===== src/rtl/v4_pulse_gen_pkg.sv =====
// Shared settings for the v4 shaping chain: sample width, default decay and
// rise shifts, and the pulse generator state encoding.
package settings_v_4;

  localparam int SIZE_FILTER_DATA = 16;
  localparam int TAU_SHIFT_v_4    = 4;
  localparam int RISE_SHIFT_v_4   = 0;

  typedef enum logic [1:0] {
    PG_IDLE,
    PG_RISE,
    PG_DECAY
  } pg_state_t;

endpackage


===== src/rtl/v4_pulse_gen_sat_add.sv =====
// Signed baseline plus unsigned magnitude, clamped to the signed DATA_W range.
// Shared with the shaper output stage, so it carries no state.
module v4_sat_add
  import settings_v_4::*;
#(
  parameter int DATA_W = SIZE_FILTER_DATA
) (
  input  logic [DATA_W-1:0] a,
  input  logic [DATA_W:0]   b,
  output logic [DATA_W-1:0] y
);

  logic [DATA_W+1:0] sum;

  // Sign-extend the signed operand, zero-extend the magnitude, add at DATA_W+2 bits.
  assign sum = {{2{a[DATA_W-1]}}, a} + {1'b0, b};

  // Clamp when the top three bits disagree, i.e. the result left the DATA_W range.
  always_comb begin
    y = sum[DATA_W-1:0];
    if (sum[DATA_W+1] && (sum[DATA_W:DATA_W-1] != 2'b11))
      y = {1'b1, {(DATA_W-1){1'b0}}};
    else if (!sum[DATA_W+1] && (sum[DATA_W:DATA_W-1] != 2'b00))
      y = {1'b0, {(DATA_W-1){1'b1}}};
  end

endmodule


===== src/rtl/v4_pulse_gen.sv =====
// Synthetic detector-pulse source: baseline plus a linear rise to a programmed
// amplitude followed by an exponential decay with tau of about 2^TAU_SHIFT samples.
// Optional macro V4_PULSE_PILEUP_EN: triggers are accepted in every state and
// add onto the pulse in flight (pile-up model).
//
// state    | meaning
// PG_IDLE  | acc held at zero, output follows baseline, ready for a trigger
// PG_RISE  | acc ramps by amp_q >> RISE_SHIFT, final cycle lands exactly on amp_q
// PG_DECAY | acc loses acc >> TAU_SHIFT per sample until below 2^TAU_SHIFT
module v4_pulse_gen
  import settings_v_4::*;
#(
  parameter int DATA_W     = SIZE_FILTER_DATA,
  parameter int TAU_SHIFT  = TAU_SHIFT_v_4,
  parameter int RISE_SHIFT = RISE_SHIFT_v_4
) (
  input  logic              clk,
  input  logic              reset,
  input  logic              trig_valid,
  output logic              trig_ready,
  input  logic [DATA_W-1:0] trig_amp,
  input  logic [DATA_W-1:0] baseline,
  output logic [DATA_W-1:0] output_data,
  output logic              busy,
  output logic              done
);

  localparam int CNT_W = (RISE_SHIFT > 0) ? RISE_SHIFT : 1;
  localparam logic [CNT_W-1:0] RISE_LAST   = CNT_W'((1 << RISE_SHIFT) - 1);
  localparam logic [DATA_W:0]  DECAY_FLOOR = (DATA_W+1)'(1 << TAU_SHIFT);

  pg_state_t         state;
  logic [DATA_W:0]   acc;
  logic [DATA_W:0]   acc_next;
  logic [DATA_W-1:0] amp_q;
  logic [DATA_W-1:0] amp_eff;
  logic [DATA_W-1:0] rise_step;
  logic [CNT_W-1:0]  rise_cnt;
  logic [DATA_W-1:0] sample;
  logic              transfer;
  logic              pile_hit;
  logic              decay_exit;

`ifdef V4_PULSE_PILEUP_EN
  localparam logic [DATA_W:0] AMP_MAX = {1'b0, {DATA_W{1'b1}}};

  logic [DATA_W:0]   amp_sum;
  logic [DATA_W+1:0] pile_sum;
  logic [DATA_W:0]   pile_acc;

  // A trigger during RISE raises the target amplitude; one during DECAY adds onto acc.
  assign trig_ready = 1'b1;
  assign amp_sum    = {1'b0, amp_q} + {1'b0, trig_amp};
  assign pile_sum   = {1'b0, acc} + {2'b00, trig_amp};
  assign pile_acc   = (pile_sum > {1'b0, AMP_MAX}) ? AMP_MAX : pile_sum[DATA_W:0];
  assign amp_eff    = (transfer && (state == PG_RISE))
                    ? (amp_sum[DATA_W] ? {DATA_W{1'b1}} : amp_sum[DATA_W-1:0])
                    : amp_q;
  assign pile_hit   = transfer && (state == PG_DECAY);
`else
  assign trig_ready = (state == PG_IDLE);
  assign amp_eff    = amp_q;
  assign pile_hit   = 1'b0;
`endif

  assign transfer   = trig_valid && trig_ready;
  assign rise_step  = amp_eff >> RISE_SHIFT;
  assign decay_exit = (acc < DECAY_FLOOR) && !pile_hit;

  // Next accumulator value; the output register is fed from this so a sample
  // reflects the step taken on the same edge.
  always_comb begin
    acc_next = '0;
    case (state)
      PG_IDLE: acc_next = '0;
      PG_RISE: begin
        if (rise_cnt == RISE_LAST) acc_next = {1'b0, amp_eff};
        else                       acc_next = acc + {1'b0, rise_step};
      end
      PG_DECAY: begin
        if (acc < DECAY_FLOOR) acc_next = '0;
        else                   acc_next = acc - (acc >> TAU_SHIFT);
`ifdef V4_PULSE_PILEUP_EN
        if (pile_hit) acc_next = pile_acc;
`endif
      end
      default: acc_next = '0;
    endcase
  end

  v4_sat_add #(
    .DATA_W(DATA_W)
  ) u_sat_add (
    .a(baseline),
    .b(acc_next),
    .y(sample)
  );

  // Pulse FSM with registered sample, busy and done.
  always_ff @(posedge clk) begin
    if (reset) begin
      state       <= PG_IDLE;
      acc         <= '0;
      rise_cnt    <= '0;
      amp_q       <= '0;
      output_data <= '0;
      done        <= 1'b0;
      busy        <= 1'b0;
    end else begin
      acc         <= acc_next;
      output_data <= sample;
      done        <= 1'b0;
      case (state)
        PG_IDLE: begin
          if (transfer) begin
            amp_q    <= trig_amp;
            rise_cnt <= '0;
            busy     <= 1'b1;
            state    <= PG_RISE;
          end
        end
        PG_RISE: begin
          amp_q <= amp_eff;
          if (rise_cnt == RISE_LAST) state <= PG_DECAY;
          else                       rise_cnt <= rise_cnt + 1'b1;
        end
        PG_DECAY: begin
          if (decay_exit) begin
            busy  <= 1'b0;
            done  <= 1'b1;
            state <= PG_IDLE;
          end
        end
        default: begin
          busy  <= 1'b0;
          state <= PG_IDLE;
        end
      endcase
    end
  end

endmodule


===== config.mk =====
export PLATFORM = sky130hd
export DESIGN_NAME = v4_pulse_gen
export DESIGN_NICKNAME = d
export VERILOG_FILES = /design/src/rtl/v4_pulse_gen_pkg.sv /design/src/rtl/v4_pulse_gen_sat_add.sv /design/src/rtl/v4_pulse_gen.sv
export SDC_FILE = /design/constraint.sdc
export NUM_CORES = 1
export LEC_CHECK = 0
export ABC_AREA = 1
export ABC_CLOCK_PERIOD_IN_PS = 4610
export CORE_ASPECT_RATIO = 1.25
export CORE_MARGIN = 3
export CORE_UTILIZATION = 55
export DETAILED_ROUTE_END_ITERATION = 12
export PLACE_DENSITY = 0.89
export SYNTH_ARGS = -nofsm -noshare
export SYNTH_HDL_FRONTEND = slang
export SYNTH_SLANG_ARGS = --single-unit

===== constraint.sdc =====
create_clock -name clk -period 4.61 [get_ports clk]
set_clock_uncertainty 0.15 [all_clocks]
set_input_delay 1.1525 -clock clk [delete_from_list [all_inputs] [get_ports clk]]
set_output_delay 1.1525 -clock clk [all_outputs]
set_load 0.05 [all_outputs]

==> flow_summary.ini <==
[timing]
achievable-frequency_mhz = 264
setup_tns_ns = 0
finalSetupViolations = 0
maxSlewViolCount = 0
timing.final.hold_violations = 0
finalWorstPathRequiredPeriod_ns = 3.78
setup_repair_after_global_routing_missed_its_margin = no
worst_relative_slew_slack = 0.636
tightest_slew_ns = 0.545
min_period_over_period = 0.821

[yosys]
synth.top_cell.area_share = 0.286
netlist_instances = 582
synthesis.yosys.warnings = 0
synth_top_area_cell = dfxtp_1
synth_top_flop_cell = dfxtp_1
synth_edf_count = 0
synth.lib_cells_used.distinct = 30
synth.most_common_cell = nand2_1
syn-mean-instance-area_um2 = 6.37
synthArstFlopShare = 0
synth-seq-cells = 53
post_synth_main_area_contributors = dfxtp_1 (29%), nand2_1 (16%), ha_1 (11%)
post_synth_instance_area_um2 = 3710
syn-num-nets = 653
seq_area_frac_synth = 0.286
ys_top_cells_by_count = nand2_1 (159), nor2_1 (85), inv_1 (73), a21oi_1 (59), dfxtp_1 (53)

[placement]
globalplace.congestion = 0.914
numPortBuffers = 53
dpl.hpwl_mm = 6.99

[worst_hold_path]
worst_min_delay_path_category = reg2reg

[final_layout]
drive_gt1_frac = 0.0315
diodes = 0
layout.nets = 704
syn_to_final_growth_pct = 18.3
fillers = 586

[cts]
cts.hold.buffers_added = 0
post_cts.repair.setup_buffers = 0
cts_made_buffers = 5
cts_tree = done
clock_tree.root_cell = clkbuf_8
clock_path_buffers = 2
clkSlewWorstSetupHoldPaths_ns = 0.10
cts.sink_count = 53
worst_skew_pair.late_latency_ns = 0.31
htree_levels = 2
post_cts.resized_instances = 0

[global_route]
grt.busiest_layer = met2
grt_pass1_wl_mm = 14.7
grt_pass1_vias = 3567
globalRouteMet2Util = 0.436
global_router_s_overall_resource_usage = 0.229
grt_max_degree = 21
groute.layer.met3.usage = 0.0332
grt.met1_usage = 0.248
grt_antenna_before_repair = 0
grt_overflow = 0

[drt]
drt-vias-per-instance = 5.13
wirelength_mm = 8.54
routedWlPerCell_um = 11.9
first_pass_iters = 4
detail_route.drc_violations = 0
dr_total_vias = 3692
detail-route-antenna-nets = 0
initialDrtViolationCount = 88

[die]
design.core.area_um2 = 6370
floorplan.io_pins = 54
num_rows = 32
die_y_um = 97.8
die_area_um2 = 7770
start_util = 0.582
fp.dieW_um = 79.4

[critical_path]
endpoint_kind = flip-flop
worst_ep_arrival_ns = 3.83
worst_setup_path_start_kind = flip-flop
crit_required_ns = 4.65
worstPathMaxFanout = 15
timing_worst_setup_path_type = reg2reg

[pwr]
power.total_mw = 1.07
worst_ir_drop_vdd_mv = 0.171
power_density_nw_per_um2 = 243
leakagePower_nw = 2.33

[outcome]
status = finished clean

[job]
maxCapViolCount = 0
[kinds of logic (layout without fill, tap and decap cells)]
family / count (synthesis) / after routing / share of synthesized area
and+or+nand+nor: 300 / 300 / 0.333
AOI/OAI and AO/OA: 94 / 94 / 0.132
buffers and inverters: 85 / 137 / 0.0901
DFF: 53 / 53 / 0.286
adders and majority gates: 36 / 36 / 0.126
xor gates and xnor gates: 14 / 14 / 0.0331
[path summary, 6_finish.rpt]
kind / start / endpoint / slack [ns] / cells past startpoint
hold / removal: busy$_SDFFE_PP0P_ / busy$_SDFFE_PP0P_ / 0.32 / 2
setup reg to reg: acc[4]$_SDFF_PP0_ / output_data[3]$_SDFF_PP0_ / 0.83 / 22
setup / recovery: acc[4]$_SDFF_PP0_ / output_data[3]$_SDFF_PP0_ / 0.83 / 22
hold reg to reg: busy$_SDFFE_PP0P_ / busy$_SDFFE_PP0P_ / 0.32 / 2
[stage by stage]
| stage | instance area (um2) | std cells | hold slack [ns] | worst slack (ns) | util |
|---|---|---|---|---|---|
| after floorplan | 3710 | 582 | 0.305 | 1.30 | - |
| after global placement | 4300 | 711 | 0.292 | 1.04 | 0.675 |
| after detailed placement | 4300 | 711 | 0.300 | 0.914 | 0.675 |
| after CTS | 4390 | 719 | 0.320 | 0.860 | 0.689 |
| after global routing | 4390 | 719 | 0.336 | 0.428 | 0.689 |
| final | 4390 | 719 | 0.318 | 0.825 | 0.689 |
[flip-flops by register name, indices dropped and copies added (netlist names)]
register and flops:
busy 1, amp_eff 16, state 2, output_data 16
done 1, acc 17
[cells in the final DEF (no fill, tap or decap), drive strengths merged]
cell type / synthesis / routed
nor2: 85 / 85
o21a: 2 / 2
nand3: 37 / 37
o21ai: 27 / 27
ha: 34 / 34
nand3b: 2 / 2
buf: 4 / 1
clkbuf: 6 / 6
xnor2: 9 / 9
nand4: 2 / 2
a21o: 2 / 2
clkinv: 2 / 3
o21bai: 3 / 3
clkdlybuf4s50: 0 / 53
dfxtp: 53 / 53
or2: 5 / 5
and3: 2 / 2
nor4: 1 / 1
and2: 1 / 1
a21oi: 59 / 59
o211ai: 1 / 1
fa: 2 / 2
xor2: 5 / 5
nand2: 165 / 165
inv: 73 / 74
[where the power goes]
| group | internal, mW | total [mW] | switching [mW] |
|---|---|---|---|
| clock | 0.109 | 0.263 | 0.155 |
| combinational | 0.113 | 0.300 | 0.187 |
| sequential | 0.490 | 0.504 | 0.0139 |
[worst max-delay path, stage by stage, from the launching register on]
cell and delay (ns):
dfxtp_1 0.35, ha_1 0.22, fa_1 0.40, nand3b_1 0.18, nand2_1 0.13, nand2_1 0.07, nand2_1 0.14, inv_1 0.07
o21ai_0 0.14, nand2_1 0.06, nand3_1 0.11, nand2_1 0.08, ha_1 0.33, a21oi_1 0.23, nand2_1 0.10, a21oi_1 0.24
nand2_1 0.11, nand2_1 0.07, nand2_1 0.06, nand2_1 0.06, nand2_1 0.06, nand2_2 0.21, nor2_1 0.09
[per-layer routing]
metal,routed length [um],up-vias
met3,401,25
li1,-,1953
met4,277,0
met1,3580,1606
met5,0,-
met2,4280,108
[cell type report]
class                           count  area, um2  area share
Clock buffer                        6       72.6      0.0165
Clock inverter                      2       13.8     0.00314
Inverter                           75        282      0.0642
Multi-Input combinational cell    444       2310       0.527
Sequential cell                    53       1060       0.242
Tap cell                           85        106      0.0243
Timing Repair Buffer               54        538       0.123
(Power assumes the default switching activity.)
